**config.mk**
```make
export PLATFORM = sky130hd
export DESIGN_NAME = seq_detect_sched_flat
export DESIGN_NICKNAME = d
export VERILOG_FILES = /design/src/rtl/seq_detect_sched_if.sv /design/src/rtl/seq_detect_sched.sv /design/src/flat_wrapper.sv
export SDC_FILE = /design/constraint.sdc
export NUM_CORES = 1
export LEC_CHECK = 0
export BUFFER_PORTS_ARGS = -buffer_cell sky130_fd_sc_hd__buf_4
export CORE_MARGIN = 1.5
export CORE_UTILIZATION = 60
export CTS_BUF_LIST = sky130_fd_sc_hd__clkbuf_2 sky130_fd_sc_hd__clkbuf_4 sky130_fd_sc_hd__clkbuf_8
export CTS_CLUSTER_DIAMETER = 200
export DETAILED_ROUTE_END_ITERATION = 16
export PLACE_DENSITY = 0.94
export SYNTH_ARGS = -nofsm -noshare
export SYNTH_HDL_FRONTEND = slang
export SYNTH_SLANG_ARGS = --single-unit
export TNS_END_PERCENT = 20
```
**constraint.sdc**
```tcl
create_clock -name clk -period 8.1 [get_ports clk]
set_input_delay 2.025 -clock clk [delete_from_list [all_inputs] [get_ports clk]]
set_output_delay 2.025 -clock clk [all_outputs]
set_load 0.1 [all_outputs]
```
**src/rtl/seq_detect_sched_if.sv**
```systemverilog
// seq_detect_sched_if: serial channel lanes and match report; SEQ_DETECT_SCHED_CNT_EN adds counter ports
interface seq_detect_sched_if #(
    parameter int NCH = 4
`ifdef SEQ_DETECT_SCHED_CNT_EN
    , parameter int CW = 8
`endif
);
    localparam int CHW = $clog2(NCH);
    logic [NCH-1:0] in;
    logic [NCH-1:0] in_valid;
    logic [NCH-1:0] in_ready;
    logic out;
    logic [CHW-1:0] out_ch;
`ifdef SEQ_DETECT_SCHED_CNT_EN
    logic [NCH-1:0] cnt_clr;
    logic [NCH*CW-1:0] match_cnt;
    modport master(output in, in_valid, cnt_clr, input in_ready, out, out_ch, match_cnt);
    modport slave(input in, in_valid, cnt_clr, output in_ready, out, out_ch, match_cnt);
`else
    modport master(output in, in_valid, input in_ready, out, out_ch);
    modport slave(input in, in_valid, output in_ready, out, out_ch);
`endif
endinterface

```
**src/rtl/seq_detect_sched.sv**
```systemverilog
// seq_detect_sched: round-robin shared "101" Mealy detector over NCH lanes; SEQ_DETECT_SCHED_CNT_EN adds match counters
module seq_detect_sched #(
    parameter int NCH = 4
`ifdef SEQ_DETECT_SCHED_CNT_EN
    , parameter int CW = 8
`endif
) (
    input logic clk,
    input logic rst,
    seq_detect_sched_if.slave bus
);
    localparam int CHW = $clog2(NCH);
    typedef enum logic [1:0] {S0 = 2'b00, S1 = 2'b01, S2 = 2'b10} state_e;
    logic [1:0] ctx_q [NCH];
    logic [1:0] ctx_d [NCH];
    logic [CHW-1:0] rr_q, rr_d, out_ch_q, out_ch_d, g;
    logic out_q, out_d, gv, b, match;
    state_e cur, nxt;
    always_comb begin
        g = '0;
        gv = 1'b0;
        for (int i = 0; i < NCH; i++) begin
            if (!gv && !rst && bus.in_valid[(int'(rr_q) + i) % NCH]) begin
                gv = 1'b1;
                g = CHW'((int'(rr_q) + i) % NCH);
            end
        end
        bus.in_ready = gv ? {{(NCH-1){1'b0}}, 1'b1} << g : '0;
        b = bus.in[g];
        // the unreachable 11 encoding decodes as idle
        cur = ctx_q[g] == 2'b11 ? S0 : state_e'(ctx_q[g]);
        nxt = b ? S1 : (cur == S1 ? S2 : S0);
        match = gv && b && cur == S2;
        ctx_d = ctx_q;
        if (gv) ctx_d[g] = nxt;
        rr_d = !gv ? rr_q : (int'(g) == NCH - 1 ? '0 : g + 1'b1);
        out_d = match;
        out_ch_d = match ? g : out_ch_q;
    end
    always_ff @(posedge clk) begin
        if (rst) begin
            ctx_q <= '{default: 2'b00};
            rr_q <= '0;
            out_q <= 1'b0;
            out_ch_q <= '0;
        end else begin
            ctx_q <= ctx_d;
            rr_q <= rr_d;
            out_q <= out_d;
            out_ch_q <= out_ch_d;
        end
    end
    assign bus.out = out_q;
    assign bus.out_ch = out_ch_q;
`ifdef SEQ_DETECT_SCHED_CNT_EN
    logic [CW-1:0] cnt_q [NCH];
    logic [CW-1:0] cnt_d [NCH];
    always_comb begin
        for (int c = 0; c < NCH; c++)
            cnt_d[c] = bus.cnt_clr[c] ? '0 :
                       (match && int'(g) == c && cnt_q[c] != '1) ? cnt_q[c] + 1'b1 : cnt_q[c];
    end
    always_ff @(posedge clk) begin
        if (rst) cnt_q <= '{default: '0};
        else cnt_q <= cnt_d;
    end
    for (genvar c = 0; c < NCH; c++) begin : g_cnt
        assign bus.match_cnt[c*CW +: CW] = cnt_q[c];
    end
`endif
endmodule

```
**src/flat_wrapper.sv**
```systemverilog
// flat-port wrapper written by rule: the top's interface ports become plain ports
module seq_detect_sched_flat 
#(
    parameter int NCH = 4

)
  (clk, rst, bus_in, bus_in_valid, bus_in_ready, bus_out, bus_out_ch);
  seq_detect_sched_if #(.NCH(NCH)) bus_i ();
  input logic clk;
  input logic rst;
  input wire logic [$bits(bus_i.in)-1:0] bus_in;
  input wire logic [$bits(bus_i.in_valid)-1:0] bus_in_valid;
  output wire logic [$bits(bus_i.in_ready)-1:0] bus_in_ready;
  output wire logic [$bits(bus_i.out)-1:0] bus_out;
  output wire logic [$bits(bus_i.out_ch)-1:0] bus_out_ch;
  assign bus_i.in = bus_in;
  assign bus_i.in_valid = bus_in_valid;
  assign bus_in_ready = bus_i.in_ready;
  assign bus_out = bus_i.out;
  assign bus_out_ch = bus_i.out_ch;
  seq_detect_sched #(.NCH(NCH)) u_core (.clk(clk), .rst(rst), .bus(bus_i));
endmodule
```
==> metrics.md <==
| Metric | Value |
|---|---|
| Maximum clock rate | 169 MHz |
| Ant. Diodes | 0 |
| Clock latency on the worst-skew pair | 0.29 ns |
| Post-CTS Hold Buffers | 0 |
| Setup_tns | 0 ns |
| RSZ-0062 raised after global routing | false |
| Wire per inst | 14.4 µm |
| Pre-antenna DRT Iters | 4 |
| Initial Util | 0.642 |
| Worst vdd ir | roughly 0.18 mV |
| CTS max path bufs | 2 |
| Number of flops mapped to enable cells by yosys | 0 |
| DRT Wirelength | 2070 µm |
| CTS Buf Count | 3 |
| Status | finished, final reports clean |
| Cell area after synthesis | approximately 970 µm² |
| Setup violators final | 0 |
| Setup CP Type | in -> out |
| CP endpoint kind | output pin |
| Total Nets Final | 143 |
| Antenna Violating Nets Remaining | 0 |
| TritonCTS clock tree | built |
| Initial antenna violation count | 0 |
| Largest net degree at the start of global routing | 21 |
| First-pass GRT wire length | 3410 µm |
| Die W | 43.2 µm |
| Die area | 0.00186 mm² |
| Clk root buf | clkbuf_4 |
| Clock Sinks | 13 |
| Fin crit share | 0.730 |
| Core Region | ~0.0015 mm² |
| Ys async rst share | 0 |
| Share of cells above drive strength 1 | 0.242 |
| Yosys reg bits | 13 |
| Most frequent cell after synthesis | dfxtp_1 |
| DR iter-0 viols | 19 |
| Worst clock skew | roughly 0.0028 ns |
| Seq/Total Area, Yosys | 0.269 |
| Final Hold Vio Count | 0 |
| DPL Wire Length | ~1500 µm |
| GRT Total Usage | 0.246 |
| Yosys warning count | 0 |
| GR met1 Demand/Resource | 0.297 |
| Slew margin rel. | 0.609 |
| Crit-path leading delay family | buffers and inverters |
| Total number of vias | 869 |
| Die H | 43.2 µm |
| Slew @ Worst Pin | 0.587 ns |
| FP Rows | 14 |
| Crit path launch type | input pin |
| HP Class | reg -> reg |
| Clk slew on worst S/H paths | around 0.070 ns |
| Grt peak-use layer | met2 |
| Max-cap violation count | 0 |
| GRT met3 Usage | 0.0383 |
| Post-CTS resize count | 0 |
| WP data arrival | 3.89 ns |
| Crit path buffers/inverters | 4 |
| CP max stage delay | ~0.37 ns |
| GPL Wtd Cong | 0.902 |
| CP Cell Sequence | buf_4 -> inv_1 -> maj3_2 -> a2111oi_4 -> o21ai_2 -> inv_1 -> ha_1 -> and2_1 -> buf_4 |
| Area growth syn-to-layout | 13.3% |
| Mapped Nets | 130 |
| Via density | 6.03 |
| Dominant synthesized flop cell | dfxtp_1 |
| Crit path max fanout | 11 |
| Met2 GRT Util | 0.415 |
| Tot Pwr | 0.352 mW |
| Post-CTS Setup Repair Bufs | 0 |
| Boundary Pins | 17 |
| Period minus WS final | 5.91 ns |
| Fin. max-slew vios | 0 |
| Req. time, crit path | 6.08 ns |
| Area contributors post-synth | dfxtp_1 (27%), nand2b_1 (7.8%), mux2i_1 (6.2%), a21oi_1 (5.7%), ha_1 (5.2%) |
| Post-synthesis cell count | 116 |
| GRT Residual Overflow | 0 |
| Fin util | 0.728 |
| Max H-tree Level | 1 |
| Post-route DRC violation count | 0 |
| Area share of the largest cell type after synthesis | 0.269 |
| Number of global-route vias before repair | 769 |
| Buffers on Ports | 16 |
| Most frequent cells after synthesis | dfxtp_1 (13), nand2_1 (12), nand2b_1 (12) |
| Mean cell area of the mapped netlist | 8.34 µm² |
| Area leader, netlist | dfxtp_1 |
| Slowest CP cell | a2111oi_4 |
| Pwr dens | 321 mW/mm² |
| Synth unique cells | 39 |
| Static leakage | 0.441 nW |
## through the flow
step | worst slack (ns) | hold slack, ns | cells | area [µm²]
6_report | 2.19 | 0.482 | 144 | 1100
5_1_grt | 2.06 | 0.496 | 144 | 1100
4_1_cts | 2.20 | 0.480 | 144 | 1100
3_5_place_dp | 2.22 | 0.468 | 140 | 1070
3_3_place_gp | 2.28 | 0.462 | 140 | 1070
2_1_floorplan | 1.96 | 0.447 | 116 | 967
## cells by family after synthesis
logic type	after synthesis	synth area share
buffers and inverters	14	0.0686
adder cells (fa/ha/maj)	5	0.0634
multiplexers	8	0.0893
AND/OR/NAND/NOR	50	0.295
flip-flops	13	0.269
AO/OA/AOI/OAI	26	0.215
## metal layers
layer | part of all wire | wire (µm)
met5 | 0 | 0
met3 | 0.062 | 129
met4 | 0.019 | 40
met2 | 0.49 | 1010
met1 | 0.43 | 889
## state kept, by name (all words and copies together), names as in the netlist
signal,flops
u_core.rr_q,2
u_core.bus.out,1
u_core.bus.out_ch,2
u_core.ctx_q,8
## final timing paths
path,from,to,slack [ns],depth (start not counted)
hold reg to reg,u_core.ctx_q[5]$_SDFFE_PP0P_,u_core.ctx_q[5]$_SDFFE_PP0P_,0.48,2
setup / recovery,bus_in_valid[3],bus_in_ready[2],2.19,9
setup reg to reg,u_core.rr_q[0]$_SDFFE_PP0P_,u_core.bus.out_ch[1]$_SDFFE_PP0P_,5.45,9
hold / removal,u_core.ctx_q[5]$_SDFFE_PP0P_,u_core.ctx_q[5]$_SDFFE_PP0P_,0.48,2
## report_power, final
group	total, mW	switching [mW]	internal, mW
clock network	0.0449	0.0223	0.0225
registers	0.0900	0.0142	0.0757
logic	0.217	0.151	0.0658
total	0.352	0.188	0.164
## cell type report
cell class / count / area (µm²)
well taps: 16 / 20.0
flip-flops and latches: 13 / 260
clock buffers: 4 / 30.0
fillers: 119 / 410
multi-input cells: 89 / 641
inverters: 6 / 25.0
repair buffers: 16 / 120
## tightest hold or removal path: cells and delay by family, from the launching register on
| family | cells | cell delay [ns] |
|---|---|---|
| AO/OA/AOI/OAI | 1 | 0.05 |
| AND/OR/NAND/NOR | 1 | 0.07 |
| flip-flops | 1 | 0.32 |
## cells in the final DEF (no fill, tap or decap), drive strengths merged, types with 2 or more instances in the layout
cell type / count
a211oi: 2
a21oi: 11
a32o: 2
a32oi: 2
and2: 4
buf: 16
clkbuf: 4
dfxtp: 13
ha: 4
inv: 6
mux2: 2
mux2i: 6
nand2: 13
nand2b: 12
nand4: 4
nor2: 9
or3: 2
No activity file was read; power rests on OpenSTA's default activity.
